### config.mk
export PLATFORM = sky130hd
export DESIGN_NAME = cu_fsm
export DESIGN_NICKNAME = d
export VERILOG_FILES = /design/src/rtl/cu_fsm.sv
export SDC_FILE = /design/constraint.sdc
export NUM_CORES = 1
export LEC_CHECK = 0
export ABC_AREA = 1
export CAP_MARGIN = 20
export CORE_AREA = 2 2 39 41
export DETAILED_ROUTE_END_ITERATION = 12
export DIE_AREA = 0 0 41 43
export GPL_TIMING_DRIVEN = 0
export SYNTH_ARGS = -nofsm -noshare
export SYNTH_HDL_FRONTEND = slang
export SYNTH_SLANG_ARGS = --single-unit
### constraint.sdc
create_clock -name CLK -period 1.74 [get_ports CLK]
set_input_delay 0.174 -clock CLK [delete_from_list [all_inputs] [get_ports CLK]]
set_output_delay 0.174 -clock CLK [all_outputs]
set_load 0.03 [all_outputs]
### src/rtl/cu_fsm.sv
// OTTER multicycle control unit: INIT/FETCH/EXEC/WRITEBACK/INTERRUPT sequencer; outputs are combinational from state and opcode.
// Latency: 2 cycles per instruction, 3 for loads, plus 1 for interrupt entry; no backpressure, the sequencer never stalls.
module cu_fsm #(
    parameter bit INTR_EN = 1'b1
) (
    input  logic       CLK,
    input  logic       RST,
    input  logic [6:0] OPCODE,
    input  logic [2:0] FUNC3,
    input  logic       INTR,
    output logic       PC_WRITE,
    output logic       PC_RST,
    output logic       REG_WRITE,
    output logic       MEM_RDEN1,
    output logic       MEM_RDEN2,
    output logic       MEM_WE2,
    output logic       CSR_WE,
    output logic       INT_TAKEN,
    output logic       MRET_EXEC,
    output logic [2:0] STATE
);

    typedef enum logic [2:0] {
        ST_INIT  = 3'd0,
        ST_FETCH = 3'd1,
        ST_EXEC  = 3'd2,
        ST_WB    = 3'd3,
        ST_INTR  = 3'd4
    } state_t;

    localparam logic [6:0] OP_LOAD   = 7'b0000011;
    localparam logic [6:0] OP_STORE  = 7'b0100011;
    localparam logic [6:0] OP_BRANCH = 7'b1100011;
    localparam logic [6:0] OP_LUI    = 7'b0110111;
    localparam logic [6:0] OP_AUIPC  = 7'b0010111;
    localparam logic [6:0] OP_JAL    = 7'b1101111;
    localparam logic [6:0] OP_JALR   = 7'b1100111;
    localparam logic [6:0] OP_IMM    = 7'b0010011;
    localparam logic [6:0] OP_OP     = 7'b0110011;
    localparam logic [6:0] OP_SYSTEM = 7'b1110011;

    localparam logic [2:0] F3_MRET  = 3'b000;
    localparam logic [2:0] F3_CSRRW = 3'b001;

    state_t state;
    state_t state_nxt;
    logic   take_intr;
    state_t boundary_nxt;

    // Interrupts are only honoured where an instruction retires.
    assign take_intr    = INTR_EN && INTR;
    assign boundary_nxt = take_intr ? ST_INTR : ST_FETCH;

    always_ff @(posedge CLK) begin
        if (RST) begin
            state <= ST_INIT;
        end else begin
            state <= state_nxt;
        end
    end

    always_comb begin
        state_nxt = ST_INIT;
        PC_WRITE  = 1'b0;
        PC_RST    = 1'b0;
        REG_WRITE = 1'b0;
        MEM_RDEN1 = 1'b0;
        MEM_RDEN2 = 1'b0;
        MEM_WE2   = 1'b0;
        CSR_WE    = 1'b0;
        INT_TAKEN = 1'b0;
        MRET_EXEC = 1'b0;

        case (state)
            ST_INIT: begin
                PC_RST    = 1'b1;
                state_nxt = ST_FETCH;
            end
            ST_FETCH: begin
                MEM_RDEN1 = 1'b1;
                state_nxt = ST_EXEC;
            end
            ST_EXEC: begin
                if (OPCODE == OP_LOAD) begin
                    // PC holds until writeback so the load retires before any interrupt entry.
                    MEM_RDEN2 = 1'b1;
                    state_nxt = ST_WB;
                end else begin
                    PC_WRITE  = 1'b1;
                    state_nxt = boundary_nxt;
                    case (OPCODE)
                        OP_STORE: MEM_WE2 = 1'b1;
                        OP_LUI, OP_AUIPC, OP_JAL, OP_JALR, OP_IMM, OP_OP: REG_WRITE = 1'b1;
                        OP_SYSTEM: begin
                            if (FUNC3 == F3_CSRRW) begin
                                CSR_WE    = 1'b1;
                                REG_WRITE = 1'b1;
                            end else if (FUNC3 == F3_MRET) begin
                                MRET_EXEC = 1'b1;
                            end
                        end
                        default: ;
                    endcase
                end
            end
            ST_WB: begin
                REG_WRITE = 1'b1;
                PC_WRITE  = 1'b1;
                state_nxt = boundary_nxt;
            end
            ST_INTR: begin
                // MIE is cleared upstream on entry, so return to fetch unconditionally.
                INT_TAKEN = 1'b1;
                PC_WRITE  = 1'b1;
                state_nxt = ST_FETCH;
            end
            default: state_nxt = ST_INIT;
        endcase
    end

    assign STATE = state;

endmodule
## Yosys cells after proc, flatten, opt, wreduce, memory -nomap -nowiden

Index checks and enable logic that the tools add are counted.

- Flip-flop bits (word level): 3
- Bits in latches: 0
- Memory bits (writable): 0
- Memory bits (read-only): 0
- Logic and storage cells: 45
- Memories: 0

- $add $sub $neg: 0
- Multiply operators: 0
- Div/mod/pow operators: 0
- Order comparisons: 0
- Equality and inequality tests: 14
- Shift operators: 0
- Multiplexer cells: 25
- Bitwise gates (word level): 0
- Reduce and logical (&&, ||, !) cells: 5

Operator list:

| operator | count |
|---|---|
| == test 7 x 6 -> 1 bit (second input constant) | 3 |
| == test 7 bit (second input constant) | 3 |
| 2-to-1 mux 1 bit | 19 |
| == test 7 x 5 -> 1 bit (second input constant) | 2 |
| one-hot mux 3 bit (4 select lines) | 1 |
| == test 7 x 2 -> 1 bit (second input constant) | 1 |
| == test 3 x 1 -> 1 bit (second input constant) | 2 |
| == test 3 x 2 -> 1 bit (second input constant) | 2 |
| zero test 3 bit | 2 |
| 2-to-1 mux 3 bit | 2 |
| one-hot mux 1 bit (2 select lines) | 3 |
| OR reduction 6 bit | 1 |
| OR reduction 2 bit | 2 |
| == test 3 bit (second input constant) | 1 |

## Depth between registers and ports, before layout

Gate-level depths: netlist of the first run.

- Depth in word-level cells: 6
- Gate-level depth with buffers: 8
- Mapped depth without buffers: 8

## Least setup slack after synthesis of the first run

Ideal clock, no wire load.

- Kind: register -> output
- Start: register state[1], in the netlist STATE[1]
- End: output MEM_WE2
- Data arrival time: 1.541 ns
- Data required time: 1.566 ns
- Path slack: 0.025 ns
- Cell stages (with the launch flop): 5
- Cells stage by stage: dfxtp_1 nand2_2 nor2_4 nand3_1 nor3_1

- Cells in the longest elaborated chain, start to end: 2

RTL lines:

| item | RTL line | text |
|---|---|---|
| from (decl) | 45 | `state_t state;` |
| from (signal assigned) | 58 | `state <= state_nxt;` |
| == test 3 x 2 -> 1 bit | 74 | `case (state)` |
| 2-to-1 mux 1 bit | 74 |  |
| to (decl) | 16 | `output logic MEM_WE2,` |

No other way between the ends.

## Worst setup path after layout of the first run

- Start: input OPCODE[6]
- End: output PC_WRITE

- Cells in the longest elaborated chain, start to end: 3

RTL lines:

| item | RTL line | text |
|---|---|---|
| from (decl) | 8 | `input logic [6:0] OPCODE,` |
| == test 7 x 2 -> 1 bit | 84 | `if (OPCODE == OP_LOAD) begin` |
| 2-to-1 mux 1 bit | 84 |  |
| one-hot mux 1 bit (2 select lines) | 74 |  |
| to (decl) | 11 | `output logic PC_WRITE,` |

No other way between the ends.

==> impl_metrics.py, run 1 <==
metrics = {
    "synth": {
        "synth_warnings": 0,
        "ys_ff_latch": 3,
        "avgSynthCellArea_um2": 5.720,
        "synth_fp_nets": 69,
        "synth_area_um2": 320.3,
        "seq_area_frac_synth_pct": 18.75,
        "synthCells": 56,
        "synth.distinct_cells": 17,
    },
    "floorplan": {
        "initial_core_util_pct": 23.15,
        "io_pins": 25,
        "dieHeight_um": 43,
        "die_w_um": 41,
        "core-area_um2": 1384,
        "die_area_um2": 1763,
        "rows": 14,
    },
    "placed_design": {
        "place.gp.congestion": 0.6998,
        "io_buffer_count": 24,
        "hpwlAfterDp_um": 745.3,
    },
    "detailed_routing": {
        "avgViaCountPerCell": 4.320,
        "drt_iter0_drc": 1,
        "wl_per_cell_um": 8.450,
        "routed_wl_um": 845,
        "via_count": 432,
        "firstDrtPassIters": 4,
        "drc_errors": 0,
        "postRouteAntennaNets": 0,
    },
    "setup_path": {
        "critPathArrivalTime_ps": 1470,
        "crit_required_ps": 1570,
        "endpoint_kind": "output pin",
        "critPathMaxFanout": 4,
        "start_kind": "input port",
        "path_class": "in -> out",
    },
    "global_route": {
        "grt_antenna_before_repair": 0,
        "grt_pass1_vias": 390,
        "grt_pass1_wl_um": 1435,
        "gr-total-overflow": 0,
        "grt_max_degree": 6,
        "grt.total_usage_pct": 11.41,
    },
    "clock_tree": {
        "cts_root_buf": "clkbuf_4",
        "ctsHtreeMaxLevel": 1,
        "clock-sinks": 3,
        "cts_buffer_depth": 2,
        "clk_latency_ps": 230,
        "cts_tree": "yes",
        "numCtsBuffers": 3,
        "clkSlewWorstSetupHoldPaths_ps": 40,
    },
    "flow_run": {
        "maxCapViolCount": 0,
    },
    "sta": {
        "setup_violations": 0,
        "fmax_mhz": 610.1,
        "tightest_slew_ps": 312.9,
        "max_slew_margin_pct": 79.10,
        "hold_viol": 0,
        "tns_ps": 0,
        "slew_viol_final": 0,
        "whs_ps": 564.2,
        "rsz0062_at_grt": "no",
        "fin_crit_sh_pct": 94.20,
        "fin_crit_ps": 1639,
        "finalClockSkew_ps": 3.772,
    },
    "layout": {
        "drive_gt1_share_pct": 23.81,
        "diodes": 0,
        "syn_to_final_growth_pct": 85.55,
        "fillers": 168,
        "final_core_util_pct": 42.95,
        "largest_register_ffs": 3,
        "num-nets-final": 98,
    },
    "power_and_ir_drop": {
        "total_power_mw": 0.3461,
        "vdd_drop_max_mv": 0.1979,
        "power_per_cell_area_nw_per_um2": 582.4,
        "p_leak_nw": 0.3062,
    },
    "status": {
        "status": "finished, final reports clean",
    },
    "min_path": {
        "hp-class": "in -> reg",
    },
}
## metal layers
metal	wire, µm	track usage (%)
met5	0	0
met4	0	4.000
met3	69	3.141
met2	436	20.63
met1	339	11.46
## stage by stage
step / setup WS [ps] / cells / instance area (µm²)
after global routing: 16.58 / 100 / 594.3
after floorplan: 25.29 / 56 / 320.3
after detailed placement: -323.4 / 96 / 580.6
after CTS: 16.38 / 100 / 603.1
after global placement: -320.5 / 96 / 580.6
final: 101.0 / 100 / 594.3
## cells by family (layout without fill, tap and decap cells)
logic type             after synthesis  in the layout  share of synthesized area (%)
buffers and inverters               12             40                          14.06
AO/OA/AOI/OAI                        5              5                          11.33
flip-flops                           3              3                          18.75
AND/OR/NAND/NOR                     36             36                          55.87
## cell usage in the layout, fill, tap and decap left out, types with 3 or more instances in the layout
cell,count
nand2_1,13
dlygate4sd2_1,3
clkdlybuf4s50_1,15
clkbuf_4,3
nor2_1,7
nand3_1,6
clkbuf_2,3
dfxtp_1,3
inv_1,10
## path summary, 6_finish.rpt
check | from | endpoint | slack (ps) | cells past startpoint
max reg2reg | STATE[0] | STATE[2] | 790 | 4
min reg2reg | STATE[2] | STATE[2] | 590 | 3
min | INTR | STATE[2] | 560 | 3
max | OPCODE[6] | PC_WRITE | 100 | 6
## critical path, stage by stage
cell	delay (ps)
clkdlybuf4s50_1	460
nor3_2	260
nand2_1	100
nand2_2	110
nand3b_1	80
clkdlybuf4s15_2	280
## where the power goes
| group | leakage, nW | switching (mW) | internal, mW |
|---|---|---|---|
| Clock | 0.0150 | 0.0367 | 0.0860 |
| Combinational | 0.267 | 0.0760 | 0.0653 |
| Sequential | 0.0247 | 0.00783 | 0.0744 |
| Total | 0.306 | 0.120 | 0.226 |
## cell usage after synthesis
| cell | n | area, µm² |
|---|---|---|
| a21oi_1 | 2 | 10.01 |
| a21oi_2 | 2 | 17.52 |
| dfxtp_1 | 3 | 60.06 |
| inv_1 | 10 | 37.54 |
| inv_2 | 2 | 7.510 |
| nand2_1 | 14 | 52.55 |
| nand2_2 | 1 | 6.260 |
| nand3_1 | 6 | 30.03 |
| nand3_2 | 1 | 10.01 |
| nand3b_1 | 1 | 7.510 |
| nor2_1 | 7 | 26.28 |
| nor2_2 | 1 | 6.260 |
| nor2_4 | 1 | 11.26 |
| nor3_1 | 2 | 10.01 |
| nor3_2 | 1 | 10.01 |
| o21ai_2 | 1 | 8.760 |
| or2_4 | 1 | 8.760 |
## what timing repair did
item / in CTS / in global routing
buffers inserted: 0 / 0
hold buffers: 0 / 0
pin swaps: 0 / 1
setup endpoints to repair: 8 / 7
gates resized for setup: 13 / 11
## layout make-up
cell class | instances | area, µm² | area share, %
sequential | 3 | 60.06 | 10.11
timing repair buffer | 24 | 220.2 | 37.05
inverter | 12 | 45.04 | 7.579
clock buffer | 4 | 26.28 | 4.421
multi-input combinational | 41 | 222.7 | 37.47
tap | 16 | 20.02 | 3.368
Power figures use the tool's default switching activity.
==> run 2, diff against run 1 <==
- MAX_ROUTING_LAYER: not set -> met4
- SLEW_MARGIN: not set -> 20
==> results of run 2 <==
Same layout as run 1: the final DEF is identical, and so are final timing and power.
Among the figures that moved: final weighted congestion in routability-driven placement 0.6998 -> 0.7074; overall routing resource usage 11.41% -> 11.69%
==> run 3, diff against run 2 <==
- PLACE_DENSITY_LB_ADDON: not set -> 0.25
==> run 3 against run 2 <==
- register-to-register slack is essentially flat
- total power rose by 0.31%
- non-clock buffer count unchanged
- sequential share of layout area stayed put
- clock-buffer cell count stayed put
- sequential power hardly changed
- critical path depth is the same
- largest power group unchanged
- via count down 2.5%
- first-iteration DRC count rose to 3.0 times the previous value
- worst hold slack got worse by 13 ps
- highest routed layer unchanged
- setup slack better by 7.5 ps
- combinational power about the same
==> impl_metrics.py, run 3 (same netlist as run 1, synthesis figures left out) <==
metrics = {
    "setup_path": {
        "critPathArrivalTime_ps": 1460,
        "critPathBufInv": 3,
        "cp_top_family": "buffers and inverters",
        "critPathMaxFanout": 4,
        "endpoint_kind": "output pin",
        "crit_required_ps": 1570,
        "crit_path_cell_trace": "clkdlybuf4s50_1 -> nand2_1 -> nor2_4 -> nand3_2 -> inv_1 -> dlygate4sd2_1",
        "worst_path_max_delay_cell": "clkdlybuf4s50_1",
        "r2r-start": "STATE[2]",
        "start_kind": "input port",
        "critPathMaxStageDelay_ps": 450,
        "reg2reg_slack_ps": 780,
        "path_class": "in -> out",
        "r2r_end": "STATE[0]",
        "worst_r2r_path_depth": 5,
    },
    "layout": {
        "stdcell_area_um2": 594.3,
        "largest_register_ffs": 3,
        "layout_commonest_cell": "clkdlybuf4s50_1",
        "syn_to_final_growth_pct": 85.55,
        "num-nets-final": 98,
        "drive_gt1_share_pct": 23.81,
        "diodes": 0,
        "final_cell_mix": "15 x clkdlybuf4s50_1, 13 x nand2_1, 10 x inv_1, 7 x nor2_1, 6 x nand3_1",
    },
    "detailed_routing": {
        "firstDrtPassIters": 2,
        "routed_wl_um": 826,
        "avgViaCountPerCell": 4.210,
        "wl_per_cell_um": 8.260,
        "drt_iter0_drc": 3,
        "drc_errors": 0,
        "postRouteAntennaNets": 0,
        "via_count": 421,
    },
    "clock_tree": {
        "clk_latency_ps": 240,
        "cts_buffer_depth": 2,
        "postCtsSetupRepairBufs": 0,
        "ctsHtreeMaxLevel": 1,
        "numCtsBuffers": 3,
        "clkSlewWorstSetupHoldPaths_ps": 40,
        "cts_tree": "yes",
        "cts_root_buf": "clkbuf_4",
        "clock-sinks": 3,
    },
    "floorplan": {
        "io_pins": 25,
        "initial_core_util_pct": 23.15,
        "die_area_um2": 1763,
        "rows": 14,
        "core-area_um2": 1384,
        "dieHeight_um": 43,
        "die_w_um": 41,
    },
    "sta": {
        "fmax_mhz": 612.9,
        "max_slew_margin_pct": 79.11,
        "fin_crit_sh_pct": 93.77,
        "fin_crit_ps": 1632,
        "hold_viol": 0,
        "setup_violations": 0,
        "finalClockSkew_ps": 6.244,
        "tightest_slew_ps": 312.9,
        "slew_viol_final": 0,
        "whs_ps": 551.3,
    },
    "placed_design": {
        "hpwlAfterDp_um": 689.9,
        "place.gp.congestion": 0.6502,
        "io_buffer_count": 24,
        "post_dp_cell_area_um2": 580.6,
    },
    "min_path": {
        "min_delay_worst_endpoint": "STATE[2]",
        "hp-class": "in -> reg",
        "min_from": "INTR",
        "holdPathStages": 3,
    },
    "flow_run": {
        "maxCapViolCount": 0,
    },
    "global_route": {
        "grt_max_degree": 6,
        "grt_pass1_wl_um": 1255,
        "grt.total_usage_pct": 10.67,
        "grt_antenna_before_repair": 0,
        "grt_pass1_vias": 347,
        "gr-total-overflow": 0,
    },
    "power_and_ir_drop": {
        "vdd_drop_max_mv": 0.1767,
        "power_per_cell_area_nw_per_um2": 584.2,
        "p_leak_nw": 0.3062,
    },
    "status": {
        "status": "finished, final reports clean",
    },
}
[run 3: cell counts in the layout (fill, tap and decap cells not counted)]
No cell type changed its count.
[run 3: through the flow]
| stage | instances | util, % | setup slack (ps) | power, mW | TNS [ps] |
|---|---|---|---|---|---|
| CTS | 100 | 43.49 | 4.649 | 0.3573 | 0 |
| global placement | 96 | 41.95 | -320.6 | 0.2287 | -1507 |
| floorplan | 56 | - | 25.29 | 0.1605 | 0 |
| global route | 100 | 42.95 | -13.04 | 0.3718 | -13.04 |
| finish | 100 | 42.95 | 108.5 | 0.3472 | 0 |
| detailed placement | 96 | 41.95 | -320.7 | 0.2293 | -1498 |
[run 3: worst max path at each step]
stage | slack, ps | end | depth (start not counted) | start
after global routing | -10 | PC_WRITE | 6 | OPCODE[4]
after global placement | -320 | REG_WRITE | 8 | OPCODE[1]
after floorplan | 30 | MEM_WE2 | 4 | STATE[1]
final | 110 | MEM_RDEN2 | 6 | OPCODE[0]
after CTS | 5 | CSR_WE | 6 | OPCODE[0]
after detailed placement | -320 | REG_WRITE | 8 | OPCODE[0]
[run 3: metal layers]
metal	routed length (µm)	part of all wire [%]	global-route usage, %	up-vias
met5	0	0	-	-
met4	0	0	8.000	0
met3	86	10	1.571	0
met2	405	49	17.19	17
met1	333	40	10.83	174
li1	-	-	-	230
[run 3: tightest hold or removal path, delay by kind of cell]
kind,cells,cell delay [ps]
AND/OR/NAND/NOR,1,100
AO/OA/AOI/OAI,1,30
buffers and inverters,1,440
[run 3: final cells by class]
| class | count | area [µm²] |
|---|---|---|
| Clock buffer | 4 | 26.28 |
| Tap cell | 16 | 20.02 |
| Multi-Input combinational cell | 41 | 222.7 |
| Inverter | 12 | 45.04 |
| Fill cell | 156 | 789.5 |
| Sequential cell | 3 | 60.06 |
| Timing Repair Buffer | 24 | 220.2 |
[run 3: report_power, final]
group / switching [mW] / leakage (nW) / internal [mW]
Clock: 0.0379 / 0.0150 / 0.0861
Sequential: 0.00775 / 0.0247 / 0.0744
Combinational: 0.0759 / 0.267 / 0.0653
Total: 0.121 / 0.306 / 0.226
[run 3: what timing repair did]
action,in CTS,in global routing
setup endpoints to repair,8,7
resized for setup,12,12
hold buffers,0,0
endpoints found under the hold margin,0,0
